### config.mk
export PLATFORM = sky130hd
export DESIGN_NAME = mem_port_arbiter
export DESIGN_NICKNAME = d
export VERILOG_FILES = /design/src/rtl/core_pkg.sv /design/src/rtl/mem_port_arbiter.sv
export SDC_FILE = /design/constraint.sdc
export NUM_CORES = 1
export LEC_CHECK = 0
export BUFFER_PORTS_ARGS = -buffer_cell sky130_fd_sc_hd__buf_4
export CAP_MARGIN = 5
export CORE_ASPECT_RATIO = 1.75
export CORE_MARGIN = 2
export CORE_UTILIZATION = 24
export DETAILED_ROUTE_END_ITERATION = 8
export PLACE_DENSITY = 0.49
export SKIP_CTS_REPAIR_TIMING = 1
export SLEW_MARGIN = 20
export SYNTH_ARGS = -nofsm -noshare
export SYNTH_HDL_FRONTEND = slang
export SYNTH_SLANG_ARGS = --single-unit
### constraint.sdc
create_clock -name clk -period 2.9 [get_ports clk]
set_input_delay 0 -clock clk [delete_from_list [all_inputs] [get_ports clk]]
set_output_delay 0 -clock clk [all_outputs]
set_load 0.01 [all_outputs]
### src/rtl/core_pkg.sv
// Shared types for the memory-port arbiter: FSM state encoding and the
// latched memory request fields.
package core_pkg;

  localparam int CORE_XLEN   = 32;
  localparam int CORE_STRB_W = CORE_XLEN / 8;

  typedef enum logic [2:0] {
    IDLE,
    I_REQ,
    I_WAIT,
    D_REQ,
    D_WAIT
  } arb_state_t;

  typedef struct packed {
    logic                   we;
    logic [CORE_XLEN-1:0]   addr;
    logic [CORE_XLEN-1:0]   wdata;
    logic [CORE_STRB_W-1:0] wstrb;
  } mem_req_t;

endpackage

### src/rtl/mem_port_arbiter.sv
// Arbitrates one single-ported memory between instruction fetch and load/store,
// one transaction outstanding at a time, data side having fixed priority.
module mem_port_arbiter
  import core_pkg::*;
#(
  parameter int XLEN   = CORE_XLEN,
  parameter int STRB_W = XLEN / 8
) (
  input  logic              clk,
  input  logic              rst_n,
  input  logic              imem_req,
  input  logic [XLEN-1:0]   imem_addr,
  output logic [XLEN-1:0]   imem_rdata,
  output logic              imem_valid,
  input  logic              fetch_kill,
  input  logic              dmem_req,
  input  logic              dmem_we,
  input  logic [XLEN-1:0]   dmem_addr,
  input  logic [XLEN-1:0]   dmem_wdata,
  input  logic [STRB_W-1:0] dmem_wstrb,
  output logic [XLEN-1:0]   dmem_rdata,
  output logic              dmem_done,
  output logic              mem_req_valid,
  input  logic              mem_req_ready,
  output logic              mem_we,
  output logic [XLEN-1:0]   mem_addr,
  output logic [XLEN-1:0]   mem_wdata,
  output logic [STRB_W-1:0] mem_wstrb,
  input  logic              mem_resp_valid,
  input  logic [XLEN-1:0]   mem_rdata,
  output logic              stall_fetch,
  output logic              stall_mem,
  output logic              busy
);

  // Memory handshake: a request transfers on a clk edge where mem_req_valid and
  // mem_req_ready are both high; valid and the request fields stay stable until
  // then. Exactly one mem_resp_valid cycle follows each transferred request.

  arb_state_t state, state_next;
  mem_req_t   req_q;
  logic       drop;

  assign mem_we    = req_q.we;
  assign mem_addr  = req_q.addr;
  assign mem_wdata = req_q.wdata;
  assign mem_wstrb = req_q.wstrb;

  always_comb begin
    state_next  = state;
    stall_fetch = imem_req & ~imem_valid;
    stall_mem   = dmem_req & ~dmem_done;
    busy        = (state != IDLE);
    case (state)
      IDLE: begin
        if (dmem_req)      state_next = D_REQ;
        else if (imem_req) state_next = I_REQ;
      end
      I_REQ:   if (mem_req_ready)  state_next = I_WAIT;
      I_WAIT:  if (mem_resp_valid) state_next = IDLE;
      D_REQ:   if (mem_req_ready)  state_next = D_WAIT;
      D_WAIT:  if (mem_resp_valid) state_next = IDLE;
      default: state_next = IDLE;
    endcase
  end

  always_ff @(posedge clk) begin
    if (!rst_n) begin
      state         <= IDLE;
      drop          <= 1'b0;
      req_q         <= '0;
      mem_req_valid <= 1'b0;
      imem_valid    <= 1'b0;
      imem_rdata    <= '0;
      dmem_done     <= 1'b0;
      dmem_rdata    <= '0;
    end else begin
      state         <= state_next;
      mem_req_valid <= (state_next == I_REQ) || (state_next == D_REQ);
      imem_valid    <= 1'b0;
      dmem_done     <= 1'b0;
      case (state)
        IDLE: begin
          if (dmem_req) begin
            req_q.we    <= dmem_we;
            req_q.addr  <= dmem_addr;
            req_q.wdata <= dmem_wdata;
            req_q.wstrb <= dmem_wstrb;
          end else if (imem_req) begin
            req_q.we    <= 1'b0;
            req_q.addr  <= imem_addr;
            req_q.wdata <= '0;
            req_q.wstrb <= '0;
          end
        end
        I_REQ: begin
          if (fetch_kill) drop <= 1'b1;
        end
        I_WAIT: begin
          // A kill arriving with the response suppresses the pulse directly.
          if (mem_resp_valid) begin
            if (!(drop || fetch_kill)) begin
              imem_valid <= 1'b1;
              imem_rdata <= mem_rdata;
            end
            drop <= 1'b0;
          end else if (fetch_kill) begin
            drop <= 1'b1;
          end
        end
        D_WAIT: begin
          if (mem_resp_valid) begin
            dmem_done  <= 1'b1;
            dmem_rdata <= mem_rdata;
          end
        end
        default: ;
      endcase
    end
  end

  a_resp_in_wait: assert property (@(posedge clk) disable iff (!rst_n)
    mem_resp_valid |-> (state == I_WAIT || state == D_WAIT));

  a_dmem_req_held: assert property (@(posedge clk) disable iff (!rst_n)
    (dmem_req && !dmem_done) |=> (dmem_req || dmem_done));

endmodule

Word-level counts from Yosys, hierarchy flattened
Cells that the tools add are included.
Widths: inputs -> output; s select.
{"block": "op_classes", "eq_ne": 6, "mux": 13, "n_bitwise": 5, "n_reduce_logical": 12}
{"op": "$mux 69", "count": 2}
{"op": "$mux 3", "count": 5}
{"op": "$pmux 3 s4", "count": 1}
{"op": "$eq 3x2->1 const B", "count": 3}
{"op": "$eq 3x1->1 const B", "count": 2}
{"op": "$reduce_and 2->1", "count": 3}
{"op": "$reduce_and 3->1", "count": 2}
{"op": "$mux 1", "count": 4}
{"op": "$reduce_bool 2->1", "count": 2}
{"op": "$eq 3x3->1 const B", "count": 1}
{"op": "$logic_not 3->1", "count": 1}
{"op": "$not 1->1", "count": 3}
{"op": "$reduce_bool 3->1", "count": 1}
{"op": "$and 1x1->1", "count": 2}
{"op": "$logic_or 1x1->1", "count": 2}
{"op": "$pmux 1 s2", "count": 1}
{"op": "$reduce_or 2->1", "count": 1}
{"block": "totals", "ff_bits": 140, "input_bits": 140, "out_inout_bits": 139, "wordCells": 47}

Longest topological paths before layout
Gate-level depths: netlist (run 1).
{"block": "logic_depth", "ltp_word": 5, "mapped_depth": 7}

Worst setup path after synthesis (run 1)
Ideal clock, no wire load.
{"block": "synth_path", "kind": "register to register", "from": "register state[0]", "to": "register req_q, in the netlist mem_addr[10]", "arrival_ps": 1250, "required_ps": 2754, "slack_ps": 1504, "stages_incl_launch_ff": 7, "n_path_buf": 3, "path_cell_list": "dfxtp_1 buf_4 nor3_4 and2_4 buf_6 buf_6 a211oi_2"}
{"block": "synth_via", "elab_chain_len": 2}
{"element": "start, declared", "line_no": "mem_port_arbiter.sv:40", "source": "arb_state_t state, state_next;"}
{"element": "start signal, assigned", "line_no": "mem_port_arbiter.sv:78", "source": "state <= state_next;"}
{"element": "$logic_not 3->1", "line_no": "mem_port_arbiter.sv:82", "source": "case (state)"}
{"element": "$reduce_and 2->1 (no source line)"}
{"element": "end, declared", "line_no": "mem_port_arbiter.sv:41", "source": "mem_req_t req_q;"}
No other way between the ends.
A chain may end at the register's enable or synchronous reset.

Worst setup path in the final report (run 1)
{"block": "layout_path", "from": "register state[2]", "to": "output busy"}
{"block": "layout_via", "elab_chain_len": 1}
{"element": "$reduce_bool 3->1", "line_no": "mem_port_arbiter.sv:53", "source": "busy = (state != IDLE);"}
{"element": "end, declared", "line_no": "mem_port_arbiter.sv:33", "source": "output logic busy"}
No other way between the ends.

==> results.py, run 1 <==
metrics = {
    "yosys": {
        "synthFlopType": "dfxtp_1",
        "synth_area_leaders": "dfxtp_1 52%, mux2i_1 12%, a211oi_2 7.0%",
        "yosysWarnings": 0,
        "mappedNetlistArea_um2": 5380,
        "synth_cells": 512,
        "synth_edf_count": 0,
        "yosys.area_share.adder_pct": 0,
        "syn_nets": 652,
        "synthMuxAreaShare_pct": 11.9,
        "synth_top_family_by_area": "compound AO/OA/AOI/OAI gates",
        "synth-xor-area-share_pct": 0.163,
        "synth_top_cell_by_area": "dfxtp_1",
        "synth-compound-area-share_pct": 20.5,
        "ys_seq_area_share_pct": 52.1,
        "synthDistinctLibCells": 33,
        "synth_top_area_share_pct": 52.1,
        "synthSimpleGateAreaFrac_pct": 9.91,
        "synth-seq-cells": 140,
        "syn-mean-instance-area_um2": 10.5,
        "synthArstFlopShare_pct": 0,
    },
    "clock_tree": {
        "cts_tree": "yes",
        "cts.sinks": 140,
        "clk_latency_ps": 430,
        "cts-root-buf": "clkbuf_16",
        "cts_buffers": 17,
        "clk_pin_slew_ps": 60,
        "cts_buffer_depth": 2,
        "htree_num_levels": 4,
    },
    "timing": {
        "fin_crit_ps": 1820,
        "period_share_pct": 62.7,
        "fin_skew_ps": 6.08,
        "hold_viol": 7,
        "tns_ps": 0,
        "slew_viol_final": 0,
        "max_freq_mhz": 550,
        "timing.hold.ws_ps": -34.1,
        "tightest_slew_ps": 1010,
        "setup_viol": 0,
        "slew_headroom_pct": 32.2,
        "rsz0062_at_grt": "false",
    },
    "grt": {
        "first_global_vias": 4765,
        "grt_max_degree": 66,
        "grtUsageTotal_pct": 14.6,
        "antenna_found_initial": 1,
        "grt_first_pass_wirelength_um": 26100,
        "grt-ovfl-total": 0,
    },
    "final_layout": {
        "drive_above_1_share_pct": 39.9,
        "fin_util_pct": 42.2,
        "antenna_cells": 0,
        "layout_commonest_cell": "buf_4",
        "flow.area_growth_from_synthesis_pct": 73.1,
        "mostFrequentLayoutCells": "286 x buf_4, 140 x dfxtp_1, 105 x dlygate4sd3_1, 64 x nand2_1, 64 x mux2i_1",
        "fin_nets": 1014,
    },
    "power_and_ir_drop": {
        "power_frac_clock_pct": 41.8,
        "power.internal_mw": 4.06,
        "ir_drop_mv": 0.468,
        "totalPowerFinal_mw": 5.49,
        "pwr-share-comb_pct": 19.2,
        "power_density_nw_per_um2": 590,
        "p_leak_nw": 4.28,
        "power_frac_seq_pct": 39.1,
        "p_sw_share_pct": 26.1,
        "p_switching_mw": 1.43,
    },
    "drt": {
        "route.detailed.drc": 0,
        "viasPerCell": 4.37,
        "wire_per_inst_um": 15.8,
        "dr_total_vias": 5169,
        "drtIter0Drc": 180,
        "antenna_left": 0,
        "dr.pass1.iters": 4,
        "drt_wl_total_um": 18700,
    },
    "floorplanning": {
        "placementRows": 72,
        "dieArea_um2": 23700,
        "num_io_pins": 279,
        "fp.dieH_um": 202,
        "fp.coreArea_um2": 22100,
        "start_util_pct": 24.4,
        "die_w_um": 117,
    },
    "run": {
        "drv_cap": 0,
    },
    "run_status": {
        "outcome": "finished, violations left",
        "violations": "negative hold slack",
    },
    "place": {
        "routabilityCongestion": 0.724,
        "dpl.hpwl_um": 12600,
        "io_buffers": 278,
    },
    "worst_setup_path": {
        "cp_max_fo": 32,
        "critPathLaunchType": "register",
        "required_ps": 2900,
        "critPathKind": "register to primary output",
        "arrival_ps": 1820,
        "cp-end-kind": "primary output",
    },
    "worst_hold_path": {
        "hp-class": "primary input to register",
    },
}
## synthesized netlist by cell type, types with 2 or more instances
cell      count
buf_4         2
clkbuf_1     15
buf_6         9
nor2_1        4
inv_2         2
a21oi_1      34
nor2b_1       5
buf_1         5
dfxtp_1     140
o21ai_1      32
a211oi_2     30
mux2i_1      64
buf_2        17
o21a_1        2
a22o_1       37
nand2_1      64
nand3_1      32
a211oi_1      3
## cell families after synthesis
| kind of cell | count (synthesis) |
|---|---|
| buffers and inverters | 51 |
| multiplexers | 64 |
| XOR/XNOR | 1 |
| AND/OR/NAND/NOR | 115 |
| flip-flops | 140 |
| AO/OA/AOI/OAI | 141 |
## registers in the layout, summed over array words and instances, names as in the netlist
name and flops:
imem_valid 1, mem_we 1, mem_wdata 32, drop 1
mem_req_valid 1, imem_rdata 32, mem_wstrb 4, state 3
dmem_rdata 32, mem_addr 32, dmem_done 1
## through the flow
stage,worst slack (ps),instances,instance area [µm²]
floorplan,1500,512,5380
global placement,1110,1046,7630
detailed placement,1110,1046,7630
CTS,1030,1078,8250
global route,933,1183,9310
finish,1080,1183,9310
## critical path, cell delays in order, from the launching register on
cell and delay, ps:
dfxtp_1 400, nor3_4 350, buf_4 430, inv_2 50
buf_4 150
## power groups by stage
stage	clock [mW]	combinational [mW]	sequential, mW
5_1_grt	2.46	1.14	2.16
3_5_place_dp	0	0.950	2.19
6_report	2.30	1.05	2.15
2_1_floorplan	0	0.454	2.23
4_1_cts	2.37	0.951	2.15
3_3_place_gp	0	0.939	2.19
## layer usage
metal / wire length (µm) / vias to the layer above / track usage [%] / part of all wire (%)
met5: 0 / - / 0 / 0
met4: 223 / 0 / 4.92 / 1.2
met3: 1610 / 14 / 6.33 / 8.6
met2: 9660 / 219 / 25.6 / 52
met1: 7220 / 2373 / 15.2 / 39
li1: - / 2563 / - / -
## final cells by class
type	instances	area, µm²
tap	296	370
timing repair buffer	391	3200
inverter	3	11.3
clock buffer	21	480
multi-input combinational	321	2300
clock inverter	11	140
sequential	140	2800
fill	2151	12800
## path summary, 6_finish.rpt
| kind | slack, ps | endpoint | start | cells past startpoint |
|---|---|---|---|---|
| max | 1080 | busy | state[2] | 4 |
| min reg2reg | 460 | dmem_rdata[18] | dmem_rdata[18] | 2 |
| max reg2reg | 1080 | mem_wdata[17] | state[1] | 3 |
| min | -30 | mem_addr[10] | imem_addr[10] | 3 |
(Power assumes the default switching activity.)
==> run 2: changes to the inputs <==
- ABC_AREA: not set -> 1
- PLACE_DENSITY: 0.49 -> 0.48
- clock period: 2.9 -> 1.8 ns (I/O delays scaled with it)
==> results.py, run 2 <==
metrics = {
    "yosys": {
        "synth_area_leaders": "dfxtp_1 48%, nand2_1 15%, nor2_1 13%",
        "synthDistinctLibCells": 18,
        "syn_nets": 1015,
        "syn-mean-instance-area_um2": 6.69,
        "yosysMostFrequentCell": "nand2_1",
        "synthArstFlopShare_pct": 0,
        "mappedNetlistArea_um2": 5850,
        "ys_seq_area_share_pct": 47.9,
        "synth_top_cell_by_area": "dfxtp_1",
        "synthFlopType": "dfxtp_1",
        "synth_top_area_share_pct": 47.9,
        "yosysWarnings": 0,
        "synth-seq-cells": 140,
        "synth_cells": 875,
        "synth_common_cells": "240 x nand2_1, 204 x nor2_1, 140 x dfxtp_1",
        "synth_edf_count": 0,
    },
    "clock_tree": {
        "cts.sinks": 140,
        "htree_num_levels": 4,
        "clk_pin_slew_ps": 50,
        "cts-root-buf": "clkbuf_16",
        "cts_tree": "yes",
        "cts_buffer_depth": 2,
        "clk_latency_ps": 430,
        "cts_buffers": 17,
    },
    "run_status": {
        "outcome": "finished, violations left",
        "violations": "negative hold slack",
    },
    "grt": {
        "grtUsageTotal_pct": 16.3,
        "antenna_found_initial": 0,
        "grt_max_degree": 52,
        "grt-ovfl-total": 0,
        "grt_first_pass_wirelength_um": 32100,
        "first_global_vias": 6011,
    },
    "worst_hold_path": {
        "hp-class": "primary input to register",
    },
    "drt": {
        "dr_total_vias": 6690,
        "viasPerCell": 4.25,
        "route.detailed.drc": 0,
        "dr.pass1.iters": 4,
        "wire_per_inst_um": 13.9,
        "drt_wl_total_um": 21900,
        "drtIter0Drc": 326,
        "antenna_left": 0,
    },
    "timing": {
        "tns_ps": 0,
        "rsz0062_at_grt": "false",
        "fin_skew_ps": 8.20,
        "slew_viol_final": 0,
        "max_freq_mhz": 612,
        "setup_viol": 0,
        "fin_crit_ps": 1630,
        "worst_slack_ps": 165,
        "slew_headroom_pct": 67.1,
        "timing.hold.ws_ps": -45.0,
        "hold_viol": 3,
        "tightest_slew_ps": 494,
        "period_share_pct": 90.8,
    },
    "place": {
        "place_area_um2": 8310,
        "routabilityCongestion": 0.777,
        "io_buffers": 278,
        "dpl.hpwl_um": 14800,
        "pre_cts_ws_ps": 431,
    },
    "floorplanning": {
        "num_io_pins": 279,
        "die_w_um": 122,
        "placementRows": 75,
        "dieArea_um2": 25700,
        "fp.coreArea_um2": 23900,
        "start_util_pct": 24.5,
        "fp.dieH_um": 211,
    },
    "final_layout": {
        "fin_util_pct": 42.3,
        "mostFrequentLayoutCells": "288 x buf_4, 240 x nand2_1, 203 x nor2_1, 140 x dfxtp_1, 132 x dlygate4sd3_1",
        "drive_above_1_share_pct": 25.8,
        "stdcell_area_um2": 10100,
        "fin_nets": 1401,
        "flow.area_growth_from_synthesis_pct": 72.8,
        "antenna_cells": 0,
        "layout_commonest_cell": "buf_4",
    },
    "worst_setup_path": {
        "crit_path_top_delay_cell": "buf_4",
        "cp-end-kind": "primary output",
        "critPathMaxStageDelay_ps": 430,
        "worstPathCellList": "inv_2 > buf_4 > nand2_1 > buf_4",
        "cp_common_cell": "buf_4",
        "critPathLaunchType": "register",
        "cp_max_fo": 44,
        "critPathKind": "register to primary output",
        "arrival_ps": 1630,
        "required_ps": 1800,
        "rrSetupSlack_ps": 420,
    },
    "run": {
        "drv_cap": 0,
    },
    "power_and_ir_drop": {
        "ir_drop_mv": 0.552,
        "p_leak_nw": 4.92,
        "power_density_nw_per_um2": 845,
    },
}
## run 2: cell count changes in the layout (fill, tap and decap cells not counted), sizes merged, moves of 37 or more
cell,previous run,this run
a22o,37,0
inv,3,75
mux2i,64,0
nand2,64,240
nand4,1,38
nor2,4,206
## run 2: worst paths after layout
kind | start | to | cells past startpoint
setup / recovery | state[2] | busy | 4
hold / removal | dmem_addr[12] | mem_addr[12] | 5
setup reg to reg | state[0] | mem_wdata[23] | 5
hold reg to reg | drop | drop | 2
## run 2: through the flow
step,hold slack [ps],power [mW],instances
after floorplan,105,4.41,875
after global placement,260,5.32,1418
after detailed placement,269,5.33,1418
after CTS,-188,8.45,1443
after global routing,4.98,9.02,1575
final,-45.0,8.54,1575
## run 2: where the power goes
group	switching (mW)	leakage (nW)	total (mW)	internal (mW)
logic	1.03	3.54	2.04	1.01
registers	0.127	1.14	3.46	3.33
clock network	1.28	0.238	3.04	1.77
## run 2: cells by family after synthesis
group | after synthesis | share of synthesized area [%]
simple gates | 524 | 36.3
flops | 140 | 47.9
buf+inv | 137 | 9.43
compound gates | 74 | 6.33
## run 2: cell type report
class | instances | area [µm²]
repair buffers | 428 | 3640
clock buffers | 21 | 460
flip-flops and latches | 140 | 2800
fillers | 2516 | 13800
multi-input cells | 598 | 2510
clock inverters | 4 | 22.5
well taps | 308 | 385
inverters | 76 | 285
## run 2: routing by layer
| metal | global-route usage, % | wire length (µm) | vias up |
|---|---|---|---|
| li1 | - | - | 3466 |
| met1 | 17.3 | 8510 | 3007 |
| met2 | 29.4 | 11700 | 181 |
| met3 | 4.46 | 1010 | 36 |
| met4 | 7.85 | 678 | 0 |
| met5 | 0 | 0 | - |
## run 2: critical path, delay by kind of cell (launching register included)
kind | cells | cell delay, ps
simple gates | 1 | 120
buf+inv | 3 | 700
flops | 1 | 380
==> run 3: changes to the inputs <==
- HOLD_SLACK_MARGIN: not set -> 0.06
==> results.py, run 3 (synthesized netlist as in run 2, its figures left out) <==
metrics = {
    "timing": {
        "period_share_pct": 90.3,
        "slew_headroom_pct": 47.3,
        "timing.hold.ws_ps": 122,
        "rsz0062_at_grt": "false",
        "slew_viol_final": 0,
        "fin_crit_ps": 1620,
        "tightest_slew_ps": 788,
        "hold_viol": 0,
        "fin_skew_ps": 8.42,
        "setup_viol": 0,
        "max_freq_mhz": 616,
        "tns_ps": 0,
    },
    "clock_tree": {
        "cts-root-buf": "clkbuf_16",
        "cts_buffer_depth": 2,
        "cts_tree": "yes",
        "htree_num_levels": 4,
        "clk_latency_ps": 420,
        "clk_pin_slew_ps": 60,
        "cts.sinks": 140,
        "cts_buffers": 17,
    },
    "drt": {
        "drt_wl_total_um": 21900,
        "dr.pass1.iters": 4,
        "viasPerCell": 4.25,
        "wire_per_inst_um": 13.9,
        "antenna_left": 0,
        "dr_total_vias": 6724,
        "route.detailed.drc": 0,
        "drtIter0Drc": 345,
    },
    "worst_setup_path": {
        "critPathLaunchType": "register",
        "reg2reg_depth": 6,
        "rrSetupSlack_ps": 430,
        "arrival_ps": 1620,
        "crit_path_top_delay_cell": "buf_4",
        "cp_max_fo": 44,
        "worstPathCellList": "inv_2 > buf_4 > nand2_1 > buf_4",
        "cp-end-kind": "primary output",
        "required_ps": 1800,
        "cp_num_buf_inv": 3,
        "critPathKind": "register to primary output",
        "cp_top_family": "buffers and inverters",
        "cp.depth": 4,
        "critPathMaxStageDelay_ps": 430,
        "cp_common_cell": "buf_4",
    },
    "floorplanning": {
        "die_w_um": 122,
        "fp.dieH_um": 211,
        "dieArea_um2": 25700,
        "start_util_pct": 24.5,
        "placementRows": 75,
        "fp.coreArea_um2": 23900,
        "num_io_pins": 279,
    },
    "grt": {
        "grtUsageTotal_pct": 16.3,
        "grt.met2_usage_pct": 29.4,
        "first_global_vias": 6011,
        "use_met1_pct": 17.3,
        "grt_max_degree": 52,
        "grt-ovfl-total": 0,
        "use_met3_pct": 4.46,
        "busiest_layer": "met2",
        "grt_first_pass_wirelength_um": 32100,
        "antenna_found_initial": 0,
    },
    "worst_hold_path": {
        "hold_depth": 4,
        "hp-class": "primary input to register",
    },
    "place": {
        "routabilityCongestion": 0.777,
        "dpl.hpwl_um": 14800,
        "io_buffers": 278,
        "place_area_um2": 8310,
    },
    "final_layout": {
        "flow.area_growth_from_synthesis_pct": 74.0,
        "layout_commonest_cell": "buf_4",
        "fin_util_pct": 42.6,
        "mostFrequentLayoutCells": "288 x buf_4, 240 x nand2_1, 203 x nor2_1, 140 x dfxtp_1, 139 x dlygate4sd3_1",
        "fin_nets": 1408,
        "drive_above_1_share_pct": 25.7,
        "stdcell_area_um2": 10200,
        "antenna_cells": 0,
    },
    "power_and_ir_drop": {
        "ir_drop_mv": 0.551,
        "totalPowerFinal_mw": 8.55,
        "power_density_nw_per_um2": 840,
        "p_leak_nw": 4.95,
    },
    "run": {
        "drv_cap": 0,
    },
    "run_status": {
        "outcome": "finished clean",
    },
}
==> run 3: cell count changes in the layout (fill, tap and decap cells not counted), sizes merged <==
| cell | before | now |
|---|---|---|
| dlygate4sd3 | 132 | 139 |
==> run 3: metal layers <==
layer | share of wire [%] | vias up
li1 | - | 3479
met3 | 4.8 | 39
met2 | 53 | 189
met5 | 0 | -
met1 | 39 | 3017
met4 | 3.1 | 0
==> run 3: per-stage QoR <==
stage	instances	worst slack (ps)
2_1_floorplan	875	529
4_1_cts	1443	138
3_5_place_dp	1418	431
5_1_grt	1582	62.9
6_report	1582	175
3_3_place_gp	1418	436
==> run 3: where the power goes <==
group,internal [mW],switching (mW)
sequential,3.33,0.127
clock,1.77,1.27
combinational,1.03,1.03
==> run 3: cell type report <==
class / count / area, µm²
Timing Repair Buffer: 435 / 3710
Multi-Input combinational cell: 598 / 2510
Clock inverter: 4 / 22.5
Inverter: 76 / 285
Tap cell: 308 / 385
Sequential cell: 140 / 2800
Clock buffer: 21 / 460
Fill cell: 2512 / 13700
==> run 3: worst register-to-register path: stages (launching register included) <==
cell and delay [ps]:
dfxtp_1 380, nor2_4 200, nand3_4 250, buf_12 270, nand2_1 70, nand2_1 40, nor2_1 100
==> run 3: worst paths after layout <==
path	startpoint	to
setup / recovery	state[2]	busy
hold reg to reg	drop	drop
setup reg to reg	state[0]	mem_addr[27]
hold / removal	dmem_req	mem_wstrb[1]
